$ cat config.mk
export PLATFORM = sky130hd
export DESIGN_NAME = bp_fe_bht_update_fifo
export DESIGN_NICKNAME = d
export VERILOG_FILES = /design/src/rtl/bp_fe_bht_update_fifo_pkg.sv /design/src/rtl/bp_fe_bht_update_fifo_chk.sv /design/src/rtl/bp_fe_bht_update_fifo_mem.sv /design/src/rtl/bp_fe_bht_update_fifo.sv
export SDC_FILE = /design/constraint.sdc
export NUM_CORES = 1
export LEC_CHECK = 0
export BUFFER_PORTS_ARGS = -buffer_cell sky130_fd_sc_hd__buf_2
export CAP_MARGIN = 40
export CORE_MARGIN = 2
export CORE_UTILIZATION = 55
export CTS_CLUSTER_SIZE = 28
export DETAILED_ROUTE_END_ITERATION = 16
export PLACE_DENSITY = 0.81
export SLEW_MARGIN = 20
export SYNTH_ARGS = -nofsm -noshare
export SYNTH_HDL_FRONTEND = slang
export SYNTH_SLANG_ARGS = --single-unit
$ cat constraint.sdc
create_clock -name clk_i -period 2.4 [get_ports clk_i]
set_input_delay 0.12 -clock clk_i [delete_from_list [all_inputs] [get_ports clk_i]]
set_output_delay 0.12 -clock clk_i [all_outputs]
set_load 0.02 [all_outputs]
$ cat src/rtl/bp_fe_bht_update_fifo_pkg.sv
// Shared types and sizing helpers for the BHT training-update FIFO.
package bp_fe_bht_update_fifo_pkg;

  localparam int bht_idx_width_gp    = 9;
  localparam int bht_offset_width_gp = 2;
  localparam int bht_row_width_gp    = 8;

  // One BHT training update, shared with the training producer.
  typedef struct packed {
    logic [bht_idx_width_gp-1:0]    idx;
    logic [bht_offset_width_gp-1:0] offset;
    logic [bht_row_width_gp-1:0]    val;
    logic                           correct;
  } bp_fe_bht_update_s;

  // Bits needed to hold the values 0..n inclusive.
  function automatic int bsg_width(input int n);
    return $clog2(n + 1);
  endfunction

endpackage

$ cat src/rtl/bp_fe_bht_update_fifo_chk.sv
// Simulation checks on the BHT write handshake.
module bp_fe_bht_update_fifo_chk (
  input logic clk_i,
  input logic reset_i,
  input logic w_v_i,
  input logic w_yumi_i
);

  yumi_needs_valid_a: assert property (@(posedge clk_i) disable iff (reset_i)
    !(w_yumi_i && !w_v_i));

endmodule

$ cat src/rtl/bp_fe_bht_update_fifo_mem.sv
// Entry storage: one synchronous write port, one asynchronous read port.
module bp_fe_bht_update_fifo_mem
  import bp_fe_bht_update_fifo_pkg::*;
#(
  parameter int els_p = 4
)(
  input  logic                     clk_i,
  input  logic                     w_v_i,
  input  logic [$clog2(els_p)-1:0] w_addr_i,
  input  bp_fe_bht_update_s        w_data_i,
  input  logic [$clog2(els_p)-1:0] r_addr_i,
  output bp_fe_bht_update_s        r_data_o
);

  bp_fe_bht_update_s mem_q [els_p];

  // Write port; reads of the same row this cycle see the old contents.
  always_ff @(posedge clk_i) begin
    if (w_v_i) begin
      mem_q[w_addr_i] <= w_data_i;
    end
  end

  assign r_data_o = mem_q[r_addr_i];

endmodule

$ cat src/rtl/bp_fe_bht_update_fifo.sv
// In-order buffer of BHT training updates with starvation-driven write forcing.
// Optional tail coalescing is enabled by defining BP_FE_BHT_UPD_COALESCE_EN.
module bp_fe_bht_update_fifo
  import bp_fe_bht_update_fifo_pkg::*;
#(
  parameter int els_p          = 4,
  parameter int starve_limit_p = 3
)(
  input  logic                                 clk_i,
  input  logic                                 reset_i,
  input  logic                                 init_done_i,

  input  logic                                 enq_v_i,
  output logic                                 enq_ready_and_o,
  input  logic [bht_idx_width_gp-1:0]          enq_idx_i,
  input  logic [bht_offset_width_gp-1:0]       enq_offset_i,
  input  logic [bht_row_width_gp-1:0]          enq_val_i,
  input  logic                                 enq_correct_i,

  output logic                                 w_v_o,
  output logic [bht_idx_width_gp-1:0]          w_idx_o,
  output logic [bht_offset_width_gp-1:0]       w_offset_o,
  output logic [bht_row_width_gp-1:0]          w_val_o,
  output logic                                 w_correct_o,
  output logic                                 w_force_o,
  input  logic                                 w_yumi_i,

  output logic [bsg_width(els_p)-1:0]          count_o
);

  localparam int ptr_w_lp = $clog2(els_p);
  localparam int cnt_w_lp = bsg_width(els_p);
  localparam int stv_w_lp = bsg_width(starve_limit_p);

  logic [ptr_w_lp-1:0] rptr_q, rptr_d, wptr_q, wptr_d;
  logic [cnt_w_lp-1:0] count_q, count_d;
  logic [stv_w_lp-1:0] starve_q, starve_d;

  logic full_s, empty_s, enq_fire_s, alloc_s, coalesce_s, deq_s, starved_s;
  logic                mem_w_v_s;
  logic [ptr_w_lp-1:0] mem_w_addr_s;
  bp_fe_bht_update_s   enq_entry_s, head_s;

  assign full_s    = (count_q == cnt_w_lp'(els_p));
  assign empty_s   = (count_q == {cnt_w_lp{1'b0}});
  assign starved_s = (starve_q == stv_w_lp'(starve_limit_p));

  assign enq_entry_s = '{idx: enq_idx_i, offset: enq_offset_i,
                         val: enq_val_i, correct: enq_correct_i};

`ifdef BP_FE_BHT_UPD_COALESCE_EN
  // Key of the youngest entry, so a repeat update can merge into it.
  logic [bht_idx_width_gp+bht_offset_width_gp-1:0] tail_key_q;
  logic [ptr_w_lp-1:0] tail_ptr_s;
  logic tail_match_s, tail_is_head_s;

  assign tail_ptr_s     = wptr_q - ptr_w_lp'(1);
  assign tail_match_s   = ~empty_s & (tail_key_q == {enq_idx_i, enq_offset_i});
  assign tail_is_head_s = (count_q == cnt_w_lp'(1));
  // A head leaving this cycle cannot absorb the update; allocate instead.
  assign coalesce_s      = enq_v_i & tail_match_s & ~(tail_is_head_s & w_yumi_i);
  assign enq_ready_and_o = ~full_s | tail_match_s;
  assign mem_w_addr_s    = coalesce_s ? tail_ptr_s : wptr_q;

  // Track the tail key on every allocation.
  always_ff @(posedge clk_i) begin
    if (reset_i) begin
      tail_key_q <= {(bht_idx_width_gp+bht_offset_width_gp){1'b0}};
    end else if (alloc_s) begin
      tail_key_q <= {enq_idx_i, enq_offset_i};
    end else begin
      tail_key_q <= tail_key_q;
    end
  end
`else
  assign coalesce_s      = 1'b0;
  assign enq_ready_and_o = ~full_s;
  assign mem_w_addr_s    = wptr_q;
`endif

  assign enq_fire_s = enq_v_i & enq_ready_and_o;
  assign alloc_s    = enq_fire_s & ~coalesce_s;
  assign mem_w_v_s  = alloc_s | coalesce_s;

  // Nothing is offered to the BHT during the reset cycle.
  assign w_v_o     = ~empty_s & init_done_i & ~reset_i;
  assign w_force_o = w_v_o & starved_s;
  assign deq_s     = w_yumi_i & w_v_o;

  bp_fe_bht_update_fifo_mem #(.els_p(els_p)) mem (
    .clk_i    (clk_i),
    .w_v_i    (mem_w_v_s),
    .w_addr_i (mem_w_addr_s),
    .w_data_i (enq_entry_s),
    .r_addr_i (rptr_q),
    .r_data_o (head_s)
  );

  assign w_idx_o     = head_s.idx;
  assign w_offset_o  = head_s.offset;
  assign w_val_o     = head_s.val;
  assign w_correct_o = head_s.correct;
  assign count_o     = count_q;

  // Pointer, occupancy and head-age next state.
  always_comb begin
    rptr_d   = rptr_q;
    wptr_d   = wptr_q;
    count_d  = count_q;
    starve_d = starve_q;

    if (alloc_s) begin
      wptr_d = wptr_q + ptr_w_lp'(1);
    end else begin
      wptr_d = wptr_q;
    end

    if (deq_s) begin
      rptr_d = rptr_q + ptr_w_lp'(1);
    end else begin
      rptr_d = rptr_q;
    end

    unique case ({alloc_s, deq_s})
      2'b10:   count_d = count_q + cnt_w_lp'(1);
      2'b01:   count_d = count_q - cnt_w_lp'(1);
      default: count_d = count_q;
    endcase

    // Age counts only cycles the head is actually offered and refused.
    if (deq_s) begin
      starve_d = {stv_w_lp{1'b0}};
    end else if (w_v_o && !starved_s) begin
      starve_d = starve_q + stv_w_lp'(1);
    end else begin
      starve_d = starve_q;
    end
  end

  // State registers.
  always_ff @(posedge clk_i) begin
    if (reset_i) begin
      rptr_q   <= {ptr_w_lp{1'b0}};
      wptr_q   <= {ptr_w_lp{1'b0}};
      count_q  <= {cnt_w_lp{1'b0}};
      starve_q <= {stv_w_lp{1'b0}};
    end else begin
      rptr_q   <= rptr_d;
      wptr_q   <= wptr_d;
      count_q  <= count_d;
      starve_q <= starve_d;
    end
  end

  bp_fe_bht_update_fifo_chk chk (
    .clk_i    (clk_i),
    .reset_i  (reset_i),
    .w_v_i    (w_v_o),
    .w_yumi_i (w_yumi_i)
  );

endmodule

==> results.cfg <==
[run]
drv_cap = 0

[layout]
area_growth_pct = 21.7
n_antenna_cell = 0
final_util = 0.681
drive_above_1_share = 0.368
nets = 288

[critical_path]
critPathMaxFanout = 6
required_ns = 2.68
crit_type = reg2reg
cp-end-kind = flop
critPathLaunchType = flop
arrival_ns = 2.45

[timing]
hold_viol_final = 0
max_freq_mhz = 461
rsz0062_at_grt = no
period_share = 0.904
setup_viol_count_final = 0
maxSlewHeadroom = 0.631
period_minus_slack_ns = 2.17
slew_violations = 0
finalSetupTns_ns = 0
fin_worst_skew_ns = 0.00891
worst_slew_pin_slew_ns = 0.554

[detailed_routing]
dr.pass1.iters = 4
vias_per_cell = 5.40
wirelength_um = 5580
wl_per_cell_um = 16.5
drtIter0Drc = 87
drc = 0
vias = 1825
antenna_left = 0

[synthesis]
syn_area_mm2 = 0.00351
muxShareOfSynthArea = 0.134
async_reset_ff_frac = 0
yosysWarningCount = 0
synthXorXnorAreaFrac = 0.00499
ys_seq_area_frac = 0.747
synth_edf_count = 80
synth_top_family_by_area = multiplexers
yosysTopAreaCell = edfxtp_1
synth.most_common_cell = edfxtp_1
synth_top_area_share = 0.684
syn_inst = 176
synth_compound_area_frac = 0.0210
synthAdderAreaFrac = 0.0271
postSynthAreaPerCell_um2 = 19.9
synth-simple-area-share = 0.0485
synth_cell_types = 31
synth_common_cells = edfxtp_1, mux4_2, dfxtp_1, a21oi_1, ha_1
synthFlopType = edfxtp_1
syn_nets = 208
synth-seq-cells = 91
synth_area_leaders = edfxtp_1, mux4_2, dfxtp_1, ha_1, a21oi_1

[clock_network]
clock_path_buffers = 2
cts_tree = built
postCtsSetupRepairBufs = 0
path_clk_slew_ns = 0.09
postCtsHoldBufs = 20
cts_sinks = 91
cts_buffers = 9
cts_resized = 0
clkLatencyLatePin_ns = 0.35
htree_levels = 3
root_buffer = clkbuf_8

[power]
internal_power_mw = 2.35
leakagePower_nw = 1.50
total_power_mw = 3.11
ir_drop_mv = 0.454
pwr-share-seq = 0.586
switching_share = 0.244
clkPwrFrac = 0.291
power.density_mw_per_mm2 = 728
combPwrFrac = 0.123
p_sw_mw = 0.759

[global_route]
grt_usage = 0.168
antenna_found_initial = 0
globalRouteOverflowTotal = 0
grt_max_degree = 21
first_global_vias = 1869
grt_pass1_wl_um = 8860

[floorplan]
row_count = 29
fp.coreArea_mm2 = 0.00628
die_h_um = 83.9
io_pins = 51
start_util = 0.559
die_w_um = 83.9
die-area_mm2 = 0.00704

[status]
status = complete, no violations

[placed_design]
globalplace.congestion = 0.714
hpwl_um = 3650
port_buffers = 50

[hold_path]
holdCritPathClass = in2reg
==> critical path: stages, from the launching register on <==
cell and delay (ns):
dfxtp_1 0.40, or3b_1 0.38, nand2_1 0.08, ha_1 0.19, inv_1 0.06, fa_1 0.37
xor2_1 0.16, or3_1 0.31, a21oi_1 0.16
==> power by group through the flow <==
stage	clock (mW)	combinational, mW	sequential [mW]
global placement	0	0.347	1.85
detailed placement	0	0.361	1.86
CTS	0.916	0.388	1.82
floorplan	0	0.232	1.86
global route	0.983	0.414	1.83
finish	0.904	0.383	1.82
==> sequential cells by signal (all words and copies together), names as in the netlist, named ones only <==
signal and count:
count_o 3, rptr_q 2, mem.mem_q 80, mem_w_addr_s 2, starve_q 2
==> layer usage <==
layer / GRT usage / vias up / routed length [um]
met3: 0.0297 / 12 / 232
li1: - / 867 / -
met5: 0 / - / 0
met2: 0.292 / 52 / 2930
met4: 0.0997 / 0 / 176
met1: 0.195 / 894 / 2240
==> worst paths after layout <==
| path | start | endpoint | slack (ns) | cells past startpoint |
|---|---|---|---|---|
| max | count_o[2]$_SDFFE_PP0P_ | count_o[2]$_SDFFE_PP0P_ | 0.23 | 8 |
| min | reset_i | starve_q[0]$_SDFFE_PP0P_ | 0.07 | 2 |
| max reg2reg | count_o[2]$_SDFFE_PP0P_ | count_o[2]$_SDFFE_PP0P_ | 0.23 | 8 |
| min reg2reg | rptr_q[1]$_SDFFE_PP0P_ | flop | 0.48 | 2 |
==> cells in the final DEF, fill, tap and decap left out, types with 2 or more instances in the layout <==
cell / instances
edfxtp_1: 80
buf_2: 50
mux4_2: 20
dlygate4sd3_1: 20
dfxtp_1: 11
clkbuf_8: 9
a21oi_1: 6
ha_1: 6
inv_1: 5
nor2_1: 4
and3_1: 4
nand3_1: 4
buf_8: 4
o21ai_0: 3
buf_4: 3
nor2b_1: 2
nand2b_1: 2
nor3_1: 2
nand2_1: 2
mux2i_1: 2
a21o_1: 2
xor2_1: 2
or3_1: 2
clkinv_2: 2
inv_6: 2
clkinvlp_4: 2
==> cell families (layout without fill, tap and decap cells) <==
logic type / Yosys count / after routing
adder cells (fa/ha/maj): 7 / 7
multiplexers: 22 / 22
buffers and inverters: 13 / 98
AO/OA/AOI/OAI: 13 / 13
XOR/XNOR: 2 / 2
AND/OR/NAND/NOR: 28 / 28
flip-flops: 91 / 91
==> per-stage QoR <==
| stage | instances | hold WS (ns) | worst slack [ns] | area, um2 |
|---|---|---|---|---|
| 6_report | 338 | 0.0666 | 0.230 | 4270 |
| 5_1_grt | 338 | 0.0879 | 0.0877 | 4270 |
| 4_1_cts | 338 | 0.0566 | 0.204 | 4270 |
| 3_5_place_dp | 302 | 0.338 | 0.232 | 3900 |
| 3_3_place_gp | 298 | 0.333 | 0.341 | 3840 |
| 2_1_floorplan | 176 | 0.219 | 0.0788 | 3510 |
==> final cells by class <==
cell class	instances	area [um2]
Sequential cell	91	2620
Fill cell	423	2000
Multi-Input combinational cell	72	827
Timing Repair Buffer	77	533
Clock buffer	9	124
Tap cell	77	96.3
Clock inverter	7	51.3
Inverter	5	18.8
Note: power is estimated with default switching activity, not from simulation.
